$ cat src/rtl/tmds_pkg.sv
// tmds_pkg: shared constants, control-token tables and enums for the TMDS decoder.
// Revision 1.0 - initial release.
`default_nettype none

package tmds_pkg;

  localparam int C_WORD_W = 10;

  // Entry k is the token that decodes to {C1,C0} = k.
  localparam logic [3:0][C_WORD_W-1:0] C_HDMI_CTRL_LUT = {
    10'b1010101011, 10'b0101010100, 10'b0010101011, 10'b1101010100
  };

  localparam logic [3:0][C_WORD_W-1:0] C_DVI_CTRL_LUT = {
    10'b1101010101, 10'b0010101010, 10'b1101010100, 10'b0010101011
  };

  typedef enum logic [1:0] {
    ST_SEARCH = 2'd0,
    ST_SLIP   = 2'd1,
    ST_LOCKED = 2'd2
  } tmds_state_e;

  typedef enum logic [1:0] {
    CLS_CTRL    = 2'd0,
    CLS_DATA    = 2'd1,
    CLS_INVALID = 2'd2
  } char_class_e;

endpackage

`default_nettype wire

$ cat src/rtl/tmds_char_decode.sv
// tmds_char_decode: combinational classify/decode of one TMDS word.
// LEGACY_DVI_CONTROL_LUT_EN selects the legacy DVI control table. Revision 1.0.
`default_nettype none

module tmds_char_decode
  import tmds_pkg::*;
(
  input  logic [C_WORD_W-1:0] word,
  output char_class_e         cls,
  output logic [7:0]          data,
  output logic [1:0]          ctrl
);

`ifdef LEGACY_DVI_CONTROL_LUT_EN
  localparam logic [3:0][C_WORD_W-1:0] CTRL_LUT = C_DVI_CTRL_LUT;
`else
  localparam logic [3:0][C_WORD_W-1:0] CTRL_LUT = C_HDMI_CTRL_LUT;
`endif

  logic [7:0] d;
  logic [2:0] trans;

  always_comb begin
    cls   = CLS_DATA;
    ctrl  = 2'b00;
    data  = 8'h00;
    trans = 3'd0;
    d     = word[9] ? ~word[7:0] : word[7:0];
    data[0] = d[0];
    for (int i = 1; i < 8; i++) begin
      data[i] = word[8] ? (d[i] ^ d[i-1]) : ~(d[i] ^ d[i-1]);
    end
    for (int i = 0; i < 7; i++) begin
      trans = trans + {2'b00, word[i] ^ word[i+1]};
    end
    if (trans > 3'd4) begin
      cls = CLS_INVALID;
    end
    // Control tokens win over the transition rule: they are deliberately transition-rich.
    for (int k = 0; k < 4; k++) begin
      if (word == CTRL_LUT[k]) begin
        cls  = CLS_CTRL;
        ctrl = 2'(k);
      end
    end
  end

endmodule

`default_nettype wire

$ cat src/rtl/tmds_decoder.sv
// tmds_decoder: two-stage TMDS character decoder with word-alignment FSM and bit-slip requests.
// Build option LEGACY_DVI_CONTROL_LUT_EN (see tmds_char_decode). Revision 1.0.
`default_nettype none

module tmds_decoder
  import tmds_pkg::*;
#(
  parameter int LOCK_TOKENS   = 8,
  parameter int UNLOCK_ERRS   = 4,
  parameter int SEARCH_WINDOW = 1024,
  parameter int SLIP_WAIT     = 16
) (
  input  logic                clk,
  input  logic                rst,
  input  logic [C_WORD_W-1:0] q_in,
  input  logic                q_valid,
  output logic [7:0]          D,
  output logic                DE,
  output logic                C1,
  output logic                C0,
  output logic                out_valid,
  output logic                locked,
  output logic                bitslip,
  output logic                err_code
);

  localparam int TOK_W  = $clog2(LOCK_TOKENS + 1);
  localparam int WIN_W  = $clog2(SEARCH_WINDOW + 1);
  localparam int ERR_W  = $clog2(UNLOCK_ERRS + 1);
  localparam int SLIP_W = $clog2(SLIP_WAIT + 1);

  logic [C_WORD_W-1:0] s1_word_q, s1_word_d;
  logic                s1_valid_q, s1_valid_d;
  logic [7:0]          data_q, data_d;
  logic                de_q, de_d;
  logic [1:0]          ctrl_q, ctrl_d;
  logic                out_valid_q, out_valid_d;
  logic                locked_q, locked_d;
  logic                bitslip_q, bitslip_d;
  logic                err_code_q, err_code_d;
  tmds_state_e         state_q, state_d;
  logic [TOK_W-1:0]    tok_cnt_q, tok_cnt_d, tok_next;
  logic [WIN_W-1:0]    win_cnt_q, win_cnt_d, win_next;
  logic [ERR_W-1:0]    err_cnt_q, err_cnt_d, err_next;
  logic [SLIP_W-1:0]   slip_cnt_q, slip_cnt_d;

  char_class_e dec_cls;
  logic [7:0]  dec_data;
  logic [1:0]  dec_ctrl;

  tmds_char_decode u_char_decode (
    .word (s1_word_q),
    .cls  (dec_cls),
    .data (dec_data),
    .ctrl (dec_ctrl)
  );

  // The FSM classifies the stage-1 word on the same edge that registers it as stage 2,
  // so locked/err_code/bitslip line up with out_valid of the word that caused them.
  always_comb begin
    s1_word_d   = q_in;
    s1_valid_d  = q_valid;
    out_valid_d = s1_valid_q;
    data_d      = data_q;
    de_d        = de_q;
    ctrl_d      = ctrl_q;
    state_d     = state_q;
    locked_d    = locked_q;
    bitslip_d   = 1'b0;
    err_code_d  = 1'b0;
    tok_cnt_d   = tok_cnt_q;
    win_cnt_d   = win_cnt_q;
    err_cnt_d   = err_cnt_q;
    slip_cnt_d  = slip_cnt_q;
    tok_next    = tok_cnt_q + 1'b1;
    win_next    = win_cnt_q + 1'b1;
    err_next    = err_cnt_q + 1'b1;

    if (s1_valid_q) begin
      if (dec_cls == CLS_CTRL) begin
        data_d = 8'h00;
        de_d   = 1'b0;
        ctrl_d = dec_ctrl;
      end else begin
        data_d = dec_data;
        de_d   = 1'b1;
      end
    end

    case (state_q)
      ST_SEARCH: begin
        if (s1_valid_q) begin
          win_cnt_d = win_next;
          tok_cnt_d = (dec_cls == CLS_CTRL) ? tok_next : '0;
          if ((dec_cls == CLS_CTRL) && (tok_next == TOK_W'(LOCK_TOKENS))) begin
            state_d   = ST_LOCKED;
            locked_d  = 1'b1;
            tok_cnt_d = '0;
            win_cnt_d = '0;
            err_cnt_d = '0;
          end else if (win_next == WIN_W'(SEARCH_WINDOW)) begin
            state_d    = ST_SLIP;
            bitslip_d  = 1'b1;
            tok_cnt_d  = '0;
            win_cnt_d  = '0;
            slip_cnt_d = '0;
          end
        end
      end
      ST_SLIP: begin
        if (slip_cnt_q == SLIP_W'(SLIP_WAIT - 1)) begin
          state_d    = ST_SEARCH;
          slip_cnt_d = '0;
        end else begin
          slip_cnt_d = slip_cnt_q + 1'b1;
        end
      end
      ST_LOCKED: begin
        if (s1_valid_q) begin
          if (dec_cls == CLS_INVALID) begin
            err_code_d = 1'b1;
            if (err_next == ERR_W'(UNLOCK_ERRS)) begin
              state_d   = ST_SEARCH;
              locked_d  = 1'b0;
              err_cnt_d = '0;
            end else begin
              err_cnt_d = err_next;
            end
          end else begin
            err_cnt_d = '0;
          end
        end
      end
      default: begin
        state_d  = ST_SEARCH;
        locked_d = 1'b0;
      end
    endcase
  end

  always_ff @(posedge clk) begin
    if (rst) begin
      s1_word_q   <= '0;
      s1_valid_q  <= 1'b0;
      data_q      <= 8'h00;
      de_q        <= 1'b0;
      ctrl_q      <= 2'b00;
      out_valid_q <= 1'b0;
      locked_q    <= 1'b0;
      bitslip_q   <= 1'b0;
      err_code_q  <= 1'b0;
      state_q     <= ST_SEARCH;
      tok_cnt_q   <= '0;
      win_cnt_q   <= '0;
      err_cnt_q   <= '0;
      slip_cnt_q  <= '0;
    end else begin
      s1_word_q   <= s1_word_d;
      s1_valid_q  <= s1_valid_d;
      data_q      <= data_d;
      de_q        <= de_d;
      ctrl_q      <= ctrl_d;
      out_valid_q <= out_valid_d;
      locked_q    <= locked_d;
      bitslip_q   <= bitslip_d;
      err_code_q  <= err_code_d;
      state_q     <= state_d;
      tok_cnt_q   <= tok_cnt_d;
      win_cnt_q   <= win_cnt_d;
      err_cnt_q   <= err_cnt_d;
      slip_cnt_q  <= slip_cnt_d;
    end
  end

  assign D         = data_q;
  assign DE        = de_q;
  assign C1        = ctrl_q[1];
  assign C0        = ctrl_q[0];
  assign out_valid = out_valid_q;
  assign locked    = locked_q;
  assign bitslip   = bitslip_q;
  assign err_code  = err_code_q;

endmodule

`default_nettype wire

$ cat config.mk
export PLATFORM = sky130hd
export DESIGN_NAME = tmds_decoder
export DESIGN_NICKNAME = d
export VERILOG_FILES = /design/src/rtl/tmds_pkg.sv /design/src/rtl/tmds_char_decode.sv /design/src/rtl/tmds_decoder.sv
export SDC_FILE = /design/constraint.sdc
export NUM_CORES = 1
export LEC_CHECK = 0
export BUFFER_PORTS_ARGS = -buffer_cell sky130_fd_sc_hd__buf_2
export CAP_MARGIN = 0
export CORE_ASPECT_RATIO = 1.2
export CORE_MARGIN = 5
export CORE_UTILIZATION = 42
export CTS_CLUSTER_DIAMETER = 40
export DETAILED_ROUTE_END_ITERATION = 12
export PLACE_DENSITY = 0.74
export REMOVE_ABC_BUFFERS = 1
export SLEW_MARGIN = 40
export SYNTH_ARGS = -nofsm -noshare
export SYNTH_HDL_FRONTEND = slang
export SYNTH_SLANG_ARGS = --single-unit
$ cat constraint.sdc
create_clock -name clk -period 3.6 [get_ports clk]
set_input_delay 0.72 -clock clk [delete_from_list [all_inputs] [get_ports clk]]
set_output_delay 0.72 -clock clk [all_outputs]
set_load 0.03 [all_outputs]
==> flow_summary.toml <==
[placement]
portBuffers = 27
dp_hpwl_um = 4270
placed_area_um2 = 3050
place_congestion = 0.780
post-place-ws_ns = -0.193

[detailed_routing]
dr.pass1.iters = 4
drt_iter0_drc = 143
drc = 0
vias_per_cell = 5.35
ant_nets = 0
wirelength_um = 6140
vias = 2403
wire_per_inst_um = 13.7

[global_route]
grt_overflow_total = 0
antenna_found_initial = 0
grt_max_degree = 33
gr-usage-all-layers = 0.150
grt_pass1_vias = 2349
grt_pass1_wl_um = 10600

[power_and_ir_drop]
sw_frac_of_total = 0.274
total_power_mw = 1.11
p_int_mw = 0.803
power.switching_mw = 0.303
seqPwrFrac = 0.535
ir_drop_v = 0.000242
p_comb_frac = 0.174
p_per_area_nw_per_um2 = 342
leakage_nw = 1.29
power.share.clock = 0.292

[critical_path]
cp-start-kind = "register"
crit_path_max_incr_delay_ns = 0.52
r2r-start = "s1_word_q[6]"
slowest_stage = "fa_1"
worst_r2r_path_depth = 14
worst_r2r_endpoint = "err_cnt_q[2]"
worst-endpoint-required_ns = 3.84
cp.arrival_ns = 3.89
cp_cell_sequence = "inv_2 > ha_4 > inv_1 > fa_1 > fa_1 > ha_2 > inv_2 > fa_2 > xor2_2 > a21oi_2 > nand4_1 > or4b_1 > or3_4 > a21oi_2"
cp_max_fo = 2
crit_buf_inv = 3
cp-end-kind = "register"
critPathKind = "reg2reg"
rrSetupSlack_ns = -0.05
critical_path.top_delay_family = "adder cells"

[clock_tree]
h-tree-depth = 2
cts_tree = "done"
postCtsHoldBufs = 0
clock-sinks = 51
path_clk_slew_ns = 0.09
numCtsBuffers = 5
clockBufferDepth = 2
clk_latency_ns = 0.30
cts-root-buf = "clkbuf_8"

[synthesis]
ys_top_cells_by_area = "dfxtp_1, ha_1, a21oi_1"
synth_edf_count = 0
synth-xor-area-share = 0.0503
seq_area_frac_synth = 0.367
synth_top_family_by_area = "simple AND/OR/NAND/NOR gates"
syn_inst = 331
ys_types = 48
synth_mux_area_frac = 0.0157
synthTopCellsByCount = "dfxtp_1, a21oi_1, nand2_1"
yosys_register_bits = 51
synth_ff_type = "dfxtp_1"
yosysMostFrequentCell = "dfxtp_1"
synth_compound_area_frac = 0.173
synth-adder-area-share = 0.0935
yosysTopAreaCell = "dfxtp_1"
syn-cell-area_um2 = 2780
avgSynthCellArea_um2 = 8.41
yosys.area_share.simple = 0.247
ys_warn_count = 0
async_flop_share = 0
synth_top_area_share = 0.367

[final_layout]
syn_to_final_growth_pct = 16.1
nets = 395
layout-drive-gt1-share = 0.212
diodes = 0
final_cell_area_um2 = 3230
fill_cells = 616

[outcome]
violations = "negative setup slack"
outcome = "finished with violations"

[sta]
timing.final.ws_setup_ns = -0.0546
post-route-min-period_ns = 3.65
slew_headroom = 0.505
fin_skew_ns = 0.00301
slew_viol_final = 0
rsz0062_at_grt = "yes"
fmax_ghz = 0.274
fin_crit_sh = 1.02
worst_slew_pin_slew_ns = 0.743
hold_violations = 0
setup_viol = 1

[worst_hold_path]
min_path_cells = 2
hold_class = "reg2reg"
hp-start = "D[6]"
holdPathEnd = "D[6]"

[run]
cap_violations = 0

[die]
initial_core_util = 0.432
io-pin-count = 28
fp-row-count = 32
fp.dieW_um = 84.3
die_area_um2 = 8360
die_height_um = 99.2
coreArea_um2 = 6450
-- final cells by class --
cell class,count,area [um2],area share
Sequential cell,51,1020,0.317
Clock inverter,2,12.5,0.00387
Inverter,21,78.8,0.0244
Clock buffer,6,72.6,0.0224
Timing Repair Buffer,43,255,0.0789
Tap cell,85,106,0.0329
Multi-Input combinational cell,241,1680,0.521
-- tightest hold or removal path, cell delays in order (launching register included) --
cell	delay [ns]
dfxtp_1	0.32
nand2_1	0.06
a21oi_1	0.05
-- metal layers --
| metal | vias to the layer above | wire, um | track usage |
|---|---|---|---|
| li1 | 1224 | - | - |
| met5 | - | 0 | 0 |
| met1 | 1126 | 2740 | 0.187 |
| met3 | 4 | 211 | 0.0290 |
| met2 | 49 | 3140 | 0.272 |
| met4 | 0 | 42 | 0.0260 |
-- power by group through the flow --
stage | Clock (mW) | Combinational (mW) | Sequential (mW)
4_1_cts | 0.331 | 0.195 | 0.591
3_3_place_gp | 0 | 0.153 | 0.603
3_5_place_dp | 0 | 0.161 | 0.604
2_1_floorplan | 0 | 0.0822 | 0.619
5_1_grt | 0.353 | 0.215 | 0.594
6_report | 0.322 | 0.192 | 0.591
-- registers in the layout, summed over array words and instances, names as in the netlist --
name	flops
D	8
DE	1
bitslip	1
ctrl_q	2
err_cnt_q	3
err_code	1
locked	1
out_valid	1
out_valid_d	1
s1_word_q	10
slip_cnt_q	5
state_q	2
tok_cnt_q	4
win_cnt_q	11
-- stage by stage --
stage,TNS (ns),util,cells,hold slack [ns]
floorplan,-0.164,-,313,0.458
global route,-0.308,0.502,449,0.491
finish,-0.0546,0.502,449,0.462
detailed placement,-0.198,0.473,437,0.453
global placement,-0.0515,0.472,437,0.447
CTS,-0.0339,0.494,450,0.467
-- repair_timing --
action	CTS	global route
gates resized for setup	4	14
setup endpoints to repair	2	5
pin swaps	6	8
cloned	0	0
buffers inserted	5	2
-- how the worst max path moves through the flow --
stage | end | slack (ns) | depth (start not counted) | from
after floorplan | err_cnt_q[2] | -0.16 | 14 | s1_word_q[6]
after global placement | err_cnt_q[2] | -0.05 | 14 | s1_word_q[6]
after detailed placement | err_cnt_q[2] | -0.19 | 14 | s1_word_q[6]
after CTS | err_cnt_q[2] | -0.03 | 13 | s1_word_q[4]
after global routing | err_cnt_q[2] | -0.20 | 14 | s1_word_q[6]
final | err_cnt_q[2] | -0.05 | 14 | s1_word_q[6]
-- cell families after synthesis --
kind of cell,Yosys count
and+or+nand+nor,129
xor gates and xnor gates,16
adders and majority gates,19
muxes,4
buffers and inverters,39
DFF,51
AOI/OAI and AO/OA,73
-- placed cells by master (no fill, tap or decap), drive strengths merged, types with 7 or more instances in the layout --
cell type  synthesis  layout
xor2              10      10
a21oi             32      32
nor2b             14      14
nand3             17      17
o21ai             13      13
ha                16      16
buf                3      43
nor3              10      10
nor2              21      21
a31oi              7       7
nand2             27      27
dfxtp             51      51
inv               21      21
nand4              9       9
No activity file was read; power rests on OpenSTA's default activity.
